==> config.mk <==
export PLATFORM = sky130hd
export DESIGN_NAME = mult6x6_seq_ctrl
export DESIGN_NICKNAME = d
export VERILOG_FILES = /design/src/rtl/mult6x6_seq_ctrl.sv
export SDC_FILE = /design/constraint.sdc
export NUM_CORES = 1
export LEC_CHECK = 0
export CORE_MARGIN = 4
export CORE_UTILIZATION = 35
export CTS_CLUSTER_SIZE = 40
export DETAILED_ROUTE_END_ITERATION = 8
export GPL_ROUTABILITY_DRIVEN = 0
export PLACE_DENSITY_LB_ADDON = 0.1
export SETUP_SLACK_MARGIN = 0.2
export SLEW_MARGIN = 10
export SYNTH_ARGS = -nofsm -noshare
export SYNTH_HDL_FRONTEND = slang
export SYNTH_SLANG_ARGS = --single-unit
==> constraint.sdc <==
create_clock -name clk -period 5.5 [get_ports clk]
set_clock_uncertainty 0.15 [all_clocks]
set_input_delay 1.65 -clock clk [delete_from_list [all_inputs] [get_ports clk]]
set_output_delay 1.65 -clock clk [all_outputs]
set_load 0.01 [all_outputs]
==> src/rtl/mult6x6_seq_ctrl.sv <==
// Unsigned 6x6 -> 12-bit multiplier that reuses one 3x3 array over four steps.
// Optional macro MULT_SEQ_ZERO_SKIP_EN: a zero operand goes straight from IDLE to DONE.

module mult3x3_array (
  input  logic [2:0] i_a,
  input  logic [2:0] i_b,
  output logic [5:0] o_p
);
  logic [2:0] w_row0;
  logic [2:0] w_row1;
  logic [2:0] w_row2;

  assign w_row0 = i_a & {3{i_b[0]}};
  assign w_row1 = i_a & {3{i_b[1]}};
  assign w_row2 = i_a & {3{i_b[2]}};
  assign o_p    = {3'b000, w_row0} + {2'b00, w_row1, 1'b0} + {1'b0, w_row2, 2'b00};
endmodule

module mult6x6_seq_ctrl (
  input  logic        clk,
  input  logic        rst_n,
  input  logic        in_valid,
  output logic        in_ready,
  input  logic [5:0]  in1,
  input  logic [5:0]  in2,
  output logic        out_valid,
  input  logic        out_ready,
  output logic [11:0] product,
  output logic        busy,
  output logic [1:0]  step
);
  localparam int HALF = 3;
  localparam int FULL = 6;
  localparam int PROD = 12;

  typedef enum logic [1:0] {
    S_IDLE = 2'd0,
    S_MUL  = 2'd1,
    S_DONE = 2'd2
  } state_t;

  state_t            r_state;
  logic [1:0]        r_step;
  logic [FULL-1:0]   r_a;
  logic [FULL-1:0]   r_b;
  logic [PROD-1:0]   r_acc;
  logic              r_in_ready;
  logic              r_out_valid;
  logic              r_busy;

  logic [HALF-1:0]   w_mul_a;
  logic [HALF-1:0]   w_mul_b;
  logic [2*HALF-1:0] w_pp;
  logic [PROD-1:0]   w_pp_ext;
  logic [PROD-1:0]   w_pp_shift;
  logic              w_accept;

  // step[1] picks the high half of a, step[0] the high half of b
  assign w_mul_a  = r_step[1] ? r_a[FULL-1:HALF] : r_a[HALF-1:0];
  assign w_mul_b  = r_step[0] ? r_b[FULL-1:HALF] : r_b[HALF-1:0];
  assign w_pp_ext = {{(PROD-2*HALF){1'b0}}, w_pp};
  assign w_pp_shift = (r_step == 2'd0) ? w_pp_ext :
                      (r_step == 2'd3) ? (w_pp_ext << (2*HALF)) :
                                         (w_pp_ext << HALF);
  assign w_accept = in_valid && r_in_ready;

  mult3x3_array u_arr (
    .i_a (w_mul_a),
    .i_b (w_mul_b),
    .o_p (w_pp)
  );

  always_ff @(posedge clk or negedge rst_n) begin
    if (!rst_n) begin
      r_state     <= S_IDLE;
      r_step      <= 2'd0;
      r_a         <= '0;
      r_b         <= '0;
      r_acc       <= '0;
      r_in_ready  <= 1'b1;
      r_out_valid <= 1'b0;
      r_busy      <= 1'b0;
    end else begin
      case (r_state)
        S_IDLE: begin
          if (w_accept) begin
            r_a        <= in1;
            r_b        <= in2;
            r_acc      <= '0;
            r_step     <= 2'd0;
            r_in_ready <= 1'b0;
`ifdef MULT_SEQ_ZERO_SKIP_EN
            if ((in1 == '0) || (in2 == '0)) begin
              r_state     <= S_DONE;
              r_out_valid <= 1'b1;
            end else begin
              r_state <= S_MUL;
              r_busy  <= 1'b1;
            end
`else
            r_state <= S_MUL;
            r_busy  <= 1'b1;
`endif
          end
        end
        S_MUL: begin
          r_acc  <= r_acc + w_pp_shift;
          r_step <= r_step + 2'd1;
          if (r_step == 2'd3) begin
            r_state     <= S_DONE;
            r_busy      <= 1'b0;
            r_out_valid <= 1'b1;
          end
        end
        S_DONE: begin
          if (out_ready) begin
            r_state     <= S_IDLE;
            r_out_valid <= 1'b0;
            r_in_ready  <= 1'b1;
          end
        end
        default: begin
          r_state     <= S_IDLE;
          r_step      <= 2'd0;
          r_in_ready  <= 1'b1;
          r_out_valid <= 1'b0;
          r_busy      <= 1'b0;
        end
      endcase
    end
  end

  assign in_ready  = r_in_ready;
  assign out_valid = r_out_valid;
  assign busy      = r_busy;
  assign step      = r_step;
  assign product   = r_acc;
endmodule
==> results of run 1 <==
worst min path at each step:
stage	cells past startpoint	end	from	slack, ps
final	1	r_b[4]	r_b[4]	340
after global routing	1	r_b[4]	r_b[4]	360
after detailed placement	1	r_b[3]	r_b[3]	330
after global placement	1	r_b[2]	r_b[2]	320
after floorplan	1	r_a[1]	r_a[1]	310
after CTS	1	r_b[4]	r_b[4]	350
through the flow:
stage	hold slack (ps)	util	setup slack (ps)	total power, mW	area, um^2
finish	341	0.458	996	1.30	2580
global route	361	0.458	653	1.42	2580
CTS	346	0.458	982	1.32	2580
detailed placement	330	0.442	988	1.13	2490
global placement	323	0.442	1050	1.13	2490
floorplan	307	-	1270	0.905	2090
state kept, by name, summed over array words and instances, names as in the netlist:
name       cells
busy           1
product       12
out_valid      1
step           2
in_ready       1
r_a            6
r_state        2
r_b            6
cell families (layout without fill, tap and decap cells):
family                   after synthesis  in the layout  share of synthesized area
AND/OR/NAND/NOR                       69             69                      0.151
AO/OA/AOI/OAI                         55             55                      0.174
flip-flops                            31             31                      0.371
adder cells (fa/ha/maj)               21             21                      0.136
multiplexers                          19             19                     0.0981
buffers and inverters                 15             48                     0.0311
XOR/XNOR                               9              9                     0.0377
power breakdown:
| part | leakage [nW] | internal [mW] | switching [mW] | total (mW) |
|---|---|---|---|---|
| clock network | 0.0402 | 0.0879 | 0.0926 | 0.181 |
| logic | 0.759 | 0.338 | 0.375 | 0.713 |
| registers | 0.392 | 0.323 | 0.0883 | 0.411 |
| total | 1.19 | 0.748 | 0.556 | 1.30 |
worst max-delay path: stages (launching register included):
cell and delay [ps]:
dfrtp_1 520, mux2i_1 430, nor2_1 100, ha_1 240, fa_1 440, ha_1 230
fa_1 390, xnor2_1 240, o21ai_0 130, ha_1 350, a21o_1 210, a31oi_1 390
a21oi_1 170, o21a_1 200, o32ai_1 210
area by class of cell:
cell class / count / share of cell area
multi-input cells: 173 / 0.490
flip-flops and latches: 31 / 0.301
repair buffers: 35 / 0.133
well taps: 72 / 0.0349
clock buffers: 5 / 0.0266
clock inverters: 3 / 0.00775
inverters: 5 / 0.00727
per-layer routing:
layer / wire length [um] / up-vias / GRT usage / part of all wire
li1: - / 854 / - / -
met1: 2200 / 767 / 0.176 / 0.48
met2: 2040 / 55 / 0.210 / 0.45
met3: 242 / 7 / 0.0340 / 0.053
met4: 61 / 0 / 0.0388 / 0.013
met5: 0 / - / 0 / 0
placed cells by master, fill, tap and decap left out, types with 4 or more instances in the layout:
master	instances
a21o_1	6
a21oi_1	12
a22o_1	4
clkbuf_8	5
clkdlybuf4s50_1	32
dfrtp_1	30
ha_1	18
inv_1	5
mux2_1	5
mux2_2	7
mux2i_1	7
nand2_1	24
nor2_1	23
nor3_1	4
o21ai_0	7
o22ai_1	7
xnor2_1	5
xor2_1	4
==> results.json, run 1 <==
{
  "run_status": "complete, no violations",
  "timing.final.setup_violations": 0,
  "synthTopCellsByArea": "dfrtp_1, ha_1, nand2_1, nor2_1, mux2_2",
  "leakage_nw": 1.19,
  "vdd.ir_drop.worst_v": 0.000204,
  "synth.top_cells.by_count": "dfrtp_1, nand2_1, nor2_1",
  "placed_cells_incl_taps": 316,
  "crit_path_start": "step[0]",
  "regArea_um2": 777,
  "cap_viol_max_count": 0,
  "detailedPlacementHpwl_um": 3510,
  "ctsLongestPathBuffers": 2,
  "fraction_of_layout_cells_with_a_size_suffix_above_1": 0.0833,
  "vias_per_cell": 5.19,
  "grt_usage": 0.132,
  "worst_r2r_endpoint": "product[7]",
  "syn_nets": 256,
  "synth_flop_cell": "dfrtp_1",
  "grt_pass1_wl_um": 7780,
  "global_route.overflow_total": 0,
  "initial_utilization": 0.371,
  "worst_setup_hold_path_clk_slew_ps": 70,
  "cp_data_required_time_ps": 5540,
  "cts-buffers-inserted": 5,
  "timing.critical_path.fanout_max": 8,
  "port_buffers": 32,
  "worst_setup_path_endpoint": "product[7]",
  "detail-route-antenna-nets": 0,
  "ys_seq_area_frac": 0.371,
  "drc": 0,
  "avgRoutedWirePerCell_um": 14.0,
  "critPathArrivalTime_ps": 4540,
  "final_cell_count_no_fill": 324,
  "antenna_found_initial": 0,
  "worst_slew_margin_rel": 0.544,
  "maxSlewViolCount": 0,
  "grt_setup_unrepaired": "no",
  "most_numerous_cell_in_the_yosys_netlist": "dfrtp_1",
  "route.vias.total": 1683,
  "first_pass_drt_iterations": 4,
  "critical_path.reg2reg.startpoint": "step[0]",
  "proportion_of_netlist_area_held_by_the_largest_area_contributor": 0.359,
  "clk_latency_ps": 290,
  "hp-class": "flop to flop",
  "critPathCaptureType": "flop",
  "n_fill_cell": 533,
  "starting_drt_drc_count": 57,
  "design.die.area_um2": 7280,
  "multiInputGateArea_um2": 1260,
  "fin_nets": 288,
  "synthDominantAreaCellType": "dfrtp_1",
  "postCtsSetupRepairBufs": 0,
  "tritoncts_clock_tree": "built",
  "syn-cell-area_um2": 2090,
  "final_hold_viol_count": 0,
  "start_kind": "flop",
  "fin_tns_setup_ps": 0,
  "clock_tree.htree_level_count": 2,
  "io_pins": 33,
  "grt_pass1_vias": 1627,
  "die_width_um": 85.3,
  "maximum_number_of_pins_on_one_net_before_global_route_repair": 32,
  "layout_worst_path_cycle_share": 0.819,
  "syn_area_per_cell_um2": 9.55,
  "maxClockFrequency_ghz": 0.222,
  "ff2ff_path_depth": 14,
  "die_y_um": 85.3,
  "path_class": "flop to flop",
  "post_cts_resize_count": 0,
  "total_of_warnings_raised_by_yosys": 0,
  "ff2ff_setup_slack_ps": 1000,
  "p_per_area_nw_per_um2": 505,
  "layout-area-overhead-vs-synth_pct": 23.4,
  "cts_root_buffer": "clkbuf_8",
  "postCtsHoldBufs": 0,
  "netlist-cell-type-count": 44,
  "num_rows": 27,
  "postSynthCellCount": 219,
  "clock_sink_count": 31,
  "ys_seq_elements": 31,
  "postRouteWirelength_um": 4540,
  "n_antenna_cell": 0,
  "asyncSetResetFlopFracSynth": 1.00,
  "synth_enable_flop_cells": 0,
  "tightest_slew_ps": 683,
  "design.core.area_um2": 5640,
  "fin_crit_ps": 4500
}
Note: power is estimated with default switching activity, not from simulation.
==> run 2: changes to the inputs <==
clock period = 3.9 ns   (was 5.5 ns; I/O delays follow)
==> run 2 against run 1 <==
The flow now finishes with violations (negative setup slack). Non-clock buffer count rose by 28. Cell count rose by 8.6%. Total power rose by 79%. Clock power rose by 37%. Fmax rose by 14%. Clock-buffer cell count rose by 1. Worst hold slack improved by 8.8 ps. Register-to-register slack got worse by 1000 ps. Die area did not move. Via count rose by 9.7%. Global-route usage rose by 2.2 points. Sequential share of layout area fell by 4.5 points. Critical path type unchanged. Critical endpoint is now product[11]. Largest cell class unchanged.
==> results.json, run 2 (synthesized netlist as in run 1, its figures left out) <==
{
  "run_status": "complete, but fails checks",
  "violations_in_the_final_reports": "negative setup slack",
  "fin_crit_ps": 3950,
  "maxSlewViolCount": 0,
  "postLayoutSetupSlackWorst_ps": -50.7,
  "drc": 0,
  "timing.critical_path.fanout_max": 4,
  "largest_register_ff_count": 12,
  "num_rows": 27,
  "grt_pass1_vias": 1928,
  "layout_common_cells": "clkdlybuf4s50_1, buf_4, dfrtp_1",
  "vdd.ir_drop.worst_v": 0.000361,
  "route.met2.wl_um": 2460,
  "placed_cells_incl_taps": 333,
  "worst_setup_hold_path_clk_slew_ps": 70,
  "detailedPlacementHpwl_um": 3710,
  "first_pass_drt_iterations": 4,
  "maxClockFrequency_ghz": 0.253,
  "clk_latency_ps": 280,
  "final_common_cell": "clkdlybuf4s50_1",
  "grt_pass1_wl_um": 9100,
  "grt_setup_unrepaired": "yes",
  "avgRoutedWirePerCell_um": 15.1,
  "timing.final.setup_violations": 5,
  "tritoncts_clock_tree": "built",
  "global_route.overflow_total": 0,
  "post-route-util": 0.540,
  "ctsLongestPathBuffers": 2,
  "fin_tns_setup_ps": -111,
  "final_cell_count_no_fill": 352,
  "final_hold_viol_count": 0,
  "cts-buffers-inserted": 5,
  "starting_drt_drc_count": 56,
  "cp_data_required_time_ps": 3970,
  "wl_met3_um": 198,
  "antenna_found_initial": 0,
  "hp-class": "flop to flop",
  "met1_length_um": 2570,
  "cts_root_buffer": "clkbuf_8",
  "initial_utilization": 0.371,
  "port_buffers": 32,
  "maximum_number_of_pins_on_one_net_before_global_route_repair": 32,
  "cap_viol_max_count": 0,
  "die_y_um": 85.3,
  "detail-route-antenna-nets": 0,
  "worst_slew_margin_rel": 0.452,
  "design.core.area_um2": 5640,
  "design.die.area_um2": 7280,
  "route.vias.total": 1846,
  "fin_nets": 316,
  "io_pins": 33,
  "clock_tree.htree_level_count": 2,
  "n_fill_cell": 510,
  "hold_slack_ps": 350,
  "grt_usage": 0.154,
  "maxUsedRoutingLayer": "met4",
  "postRouteWirelength_um": 5300,
  "start_kind": "flop",
  "vias_per_cell": 5.24,
  "layout-area-overhead-vs-synth_pct": 45.6,
  "leakage_nw": 1.32,
  "tightest_slew_ps": 822,
  "fraction_of_layout_cells_with_a_size_suffix_above_1": 0.282,
  "die_width_um": 85.3,
  "critPathCaptureType": "flop",
  "critPathArrivalTime_ps": 4020,
  "n_antenna_cell": 0,
  "layout_worst_path_cycle_share": 1.01,
  "postCtsHoldBufs": 0,
  "p_per_area_nw_per_um2": 766,
  "clock_sink_count": 31,
  "path_class": "flop to flop"
}
## run 2: cell types whose count changed in the layout (fill, tap and decap cells not counted), moves of 3 or more
cell and delta:
ha_4 +5, mux2i_1 -5, ha_1 -6, mux2i_4 +3, buf_4 +28
## run 2: final timing paths
| path | start | end | slack (ps) | depth (start not counted) |
|---|---|---|---|---|
| hold reg to reg | r_b[2] | r_b[2] | 350 | 1 |
| max in group asynchronous | rst_n | in_ready | 2140 | 2 |
| setup / recovery | step[0] | product[11] | -50 | 16 |
| min in group asynchronous | rst_n | r_b[1] | 1130 | 2 |
| setup reg to reg | step[0] | product[11] | -50 | 16 |
| hold / removal | r_b[2] | r_b[2] | 350 | 1 |
## run 2: what timing repair did
| action | CTS | global route |
|---|---|---|
| endpoints found under the setup margin | 7 | 7 |
| setup buffers | 7 | 4 |
| pin swaps | 7 | 13 |
| resized for setup | 8 | 17 |
## run 2: through the flow
stage	cell area, um^2	setup WS (ps)	total power [mW]
2_1_floorplan	2220	124	1.42
3_3_place_gp	2730	-85.7	1.88
3_5_place_dp	2730	-84.0	1.88
4_1_cts	2910	58.9	2.21
5_1_grt	3050	-220	2.53
6_report	3050	-50.7	2.33
## run 2: worst max-delay path: stages, from the launching register on
cell and delay (ps):
dfrtp_2 450, mux2i_4 290, nor2_1 70, ha_2 210, fa_2 470, ha_4 180
fa_2 400, xnor2_4 200, buf_4 140, buf_4 90, nor2_1 40, ha_1 320
nand4_1 100, or2_1 240, a2111o_1 290, o32a_1 170, nand3_1 60
## run 2: final cells by class
type,instances,area [um^2],area share
repair buffers,63,553,0.182
multi-input cells,173,1520,0.499
well taps,72,90.1,0.0296
clock buffers,6,72.6,0.0238
clock inverters,2,12.5,0.00411
flip-flops and latches,31,779,0.256
inverters,5,18.8,0.00616
## run 2: per-layer routing
metal / global-route usage / vias to the layer above
li1: - / 910
met1: 0.211 / 893
met4: 0.0460 / 0
met2: 0.241 / 36
met5: 0 / -
met3: 0.0369 / 7
## run 2: where the power goes
group	internal (mW)	switching (mW)	leakage, nW	total (mW)
logic	0.783	0.695	0.889	1.48
registers	0.458	0.147	0.390	0.605
clock network	0.125	0.124	0.0412	0.248
total	1.37	0.966	1.32	2.33
==> run 3: changes to the inputs <==
ABC_CLOCK_PERIOD_IN_PS = 3900   (was default)
PLACE_DENSITY_LB_ADDON = 0.05   (was 0.1)
==> run 3 against run 2 <==
The flow now finishes without violations. Register-to-register slack gained 80 ps. Cell count decreased by 2.3%. Sequential cell count stayed put. Global-route usage shrank 0.51 points. Worst hold slack lost 7.8 ps. Sequential power about the same. Largest power group unchanged.
==> results.json, run 3 (synthesized netlist as in run 1, its figures left out) <==
{
  "fin_nets": 308,
  "route.met2.wl_um": 2310,
  "worst_setup_hold_path_clk_slew_ps": 80,
  "n_antenna_cell": 0,
  "layout-area-overhead-vs-synth_pct": 42.2,
  "start_kind": "flop",
  "min_path_cells": 1,
  "grt_usage": 0.149,
  "final_cell_count_no_fill": 344,
  "grt_pass1_vias": 1786,
  "cp_slowest_cell": "dfrtp_2",
  "cap_viol_max_count": 0,
  "layout_worst_path_cycle_share": 0.993,
  "cp_top_family": "adder cells",
  "vias_per_cell": 5.17,
  "route.vias.total": 1780,
  "maxSlewViolCount": 0,
  "antenna_found_initial": 0,
  "cts-buffers-inserted": 5,
  "io_pins": 33,
  "postRouteWirelength_um": 5150,
  "path_class": "flop to flop",
  "tightest_slew_ps": 902,
  "clock_tree.htree_level_count": 2,
  "timing.critical_path.fanout_max": 5,
  "detailedPlacementHpwl_um": 3760,
  "path_cells": "mux2i_4, nor2_1, ha_2, fa_2, ha_4, fa_2, xnor2_4, nor2_1, a21oi_1, nor2_1, ha_1, nand2_1, or2_1, a2111o_1, o32a_1, nand3_1",
  "clk_latency_ps": 290,
  "avgRoutedWirePerCell_um": 15.0,
  "layout_common_cells": "clkdlybuf4s50_1, dfrtp_1, nor2_1, nand2_1, buf_4",
  "maxClockFrequency_ghz": 0.258,
  "cp_num_buf_inv": 0,
  "starting_drt_drc_count": 41,
  "fin_crit_ps": 3870,
  "maxUsedRoutingLayer": "met4",
  "crit_path_start": "step[1]",
  "num_rows": 27,
  "n_fill_cell": 513,
  "cts_root_buffer": "clkbuf_8",
  "first_pass_drt_iterations": 4,
  "largest_register_ff_count": 12,
  "worst_setup_path_endpoint": "product[11]",
  "global_route.overflow_total": 0,
  "final_hold_viol_count": 0,
  "final_common_cell": "clkdlybuf4s50_1",
  "p_per_area_nw_per_um2": 792,
  "timing.final.setup_violations": 0,
  "cp_data_required_time_ps": 3980,
  "critPathCaptureType": "flop",
  "grt_setup_unrepaired": "yes",
  "post_dp_cell_area_um2": 2700,
  "ff2ff_setup_slack_ps": 30,
  "hp-class": "flop to flop",
  "tritoncts_clock_tree": "built",
  "critPathArrivalTime_ps": 3950,
  "vdd.ir_drop.worst_v": 0.000289,
  "regArea_um2": 779,
  "worst_r2r_endpoint": "product[11]",
  "stdcell_area_um2": 2980,
  "port_buffers": 32,
  "fin_tns_setup_ps": 0,
  "timing.critical_path.depth": 16,
  "die_width_um": 85.3,
  "ctsLongestPathBuffers": 2,
  "leakage_nw": 1.30,
  "ff2ff_path_depth": 16,
  "design.core.area_um2": 5640,
  "multiInputGateArea_um2": 1480,
  "clock_sink_count": 31,
  "drc": 0,
  "grt_pass1_wl_um": 8740,
  "wl_met3_um": 176,
  "critical_path.reg2reg.startpoint": "step[1]",
  "maximum_number_of_pins_on_one_net_before_global_route_repair": 32,
  "worst_slew_margin_rel": 0.399,
  "detail-route-antenna-nets": 0,
  "die_y_um": 85.3,
  "design.die.area_um2": 7280,
  "crit_path_frequent_cell": "nor2_1",
  "initial_utilization": 0.371,
  "met1_length_um": 2610,
  "placed_cells_incl_taps": 329,
  "run_status": "complete, no violations",
  "fraction_of_layout_cells_with_a_size_suffix_above_1": 0.246,
  "cpPeakStageDelay_ps": 480
}
## run 3: cell count changes in the layout (fill, tap and decap cells not counted), sizes merged
cell	previous run	this run
clkinv	1	2
buf	31	23
clkbuf	6	5
clkinvlp	1	0
bufinv	0	1
## run 3: routing by layer
metal	GRT usage	up-vias
met3	0.0350	5
met2	0.233	28
met1	0.208	851
li1	-	896
met5	0	-
met4	0.0345	0
## run 3: metrics by stage
stage	utilization	setup WS [ps]	power (mW)	hold slack, ps
2_1_floorplan	-	124	1.42	307
3_3_place_gp	0.479	-128	1.86	331
3_5_place_dp	0.479	-184	1.86	332
4_1_cts	0.510	9.73	2.27	350
5_1_grt	0.527	-189	2.55	365
6_report	0.527	25.6	2.36	342
## run 3: report_power, final
part	switching [mW]	total, mW	internal (mW)
Clock	0.140	0.330	0.190
Combinational	0.670	1.42	0.754
Sequential	0.146	0.604	0.458
## run 3: worst min path at each step
stage | start | to | slack (ps)
CTS | r_b[2] | r_b[2] | 350
global placement | r_b[2] | r_b[2] | 330
finish | r_b[2] | r_b[2] | 340
floorplan | r_a[1] | r_a[1] | 310
global route | r_b[2] | r_b[2] | 370
detailed placement | r_b[2] | r_b[2] | 330
## run 3: worst register-to-register path: cells and delay by family (launching register included)
kind | cells | cell delay, ps
fa+ha+maj | 5 | 1590
simple gates | 6 | 610
compound gates | 3 | 570
flops | 1 | 480
mux | 1 | 220
xor+xnor | 1 | 190
## run 3: repair_timing
item	CTS	global route
setup buffers	4	3
endpoints found under the hold margin	0	0
pin swaps	5	8
hold buffers	0	0
endpoints found under the setup margin	7	7
resized for setup	7	12
## run 3: area by class of cell
class,count,share of cell area
multi-input cells,173,0.498
flip-flops and latches,31,0.262
repair buffers,55,0.166
well taps,72,0.0303
clock buffers,5,0.0231
clock inverters,3,0.0147
inverters,5,0.00631
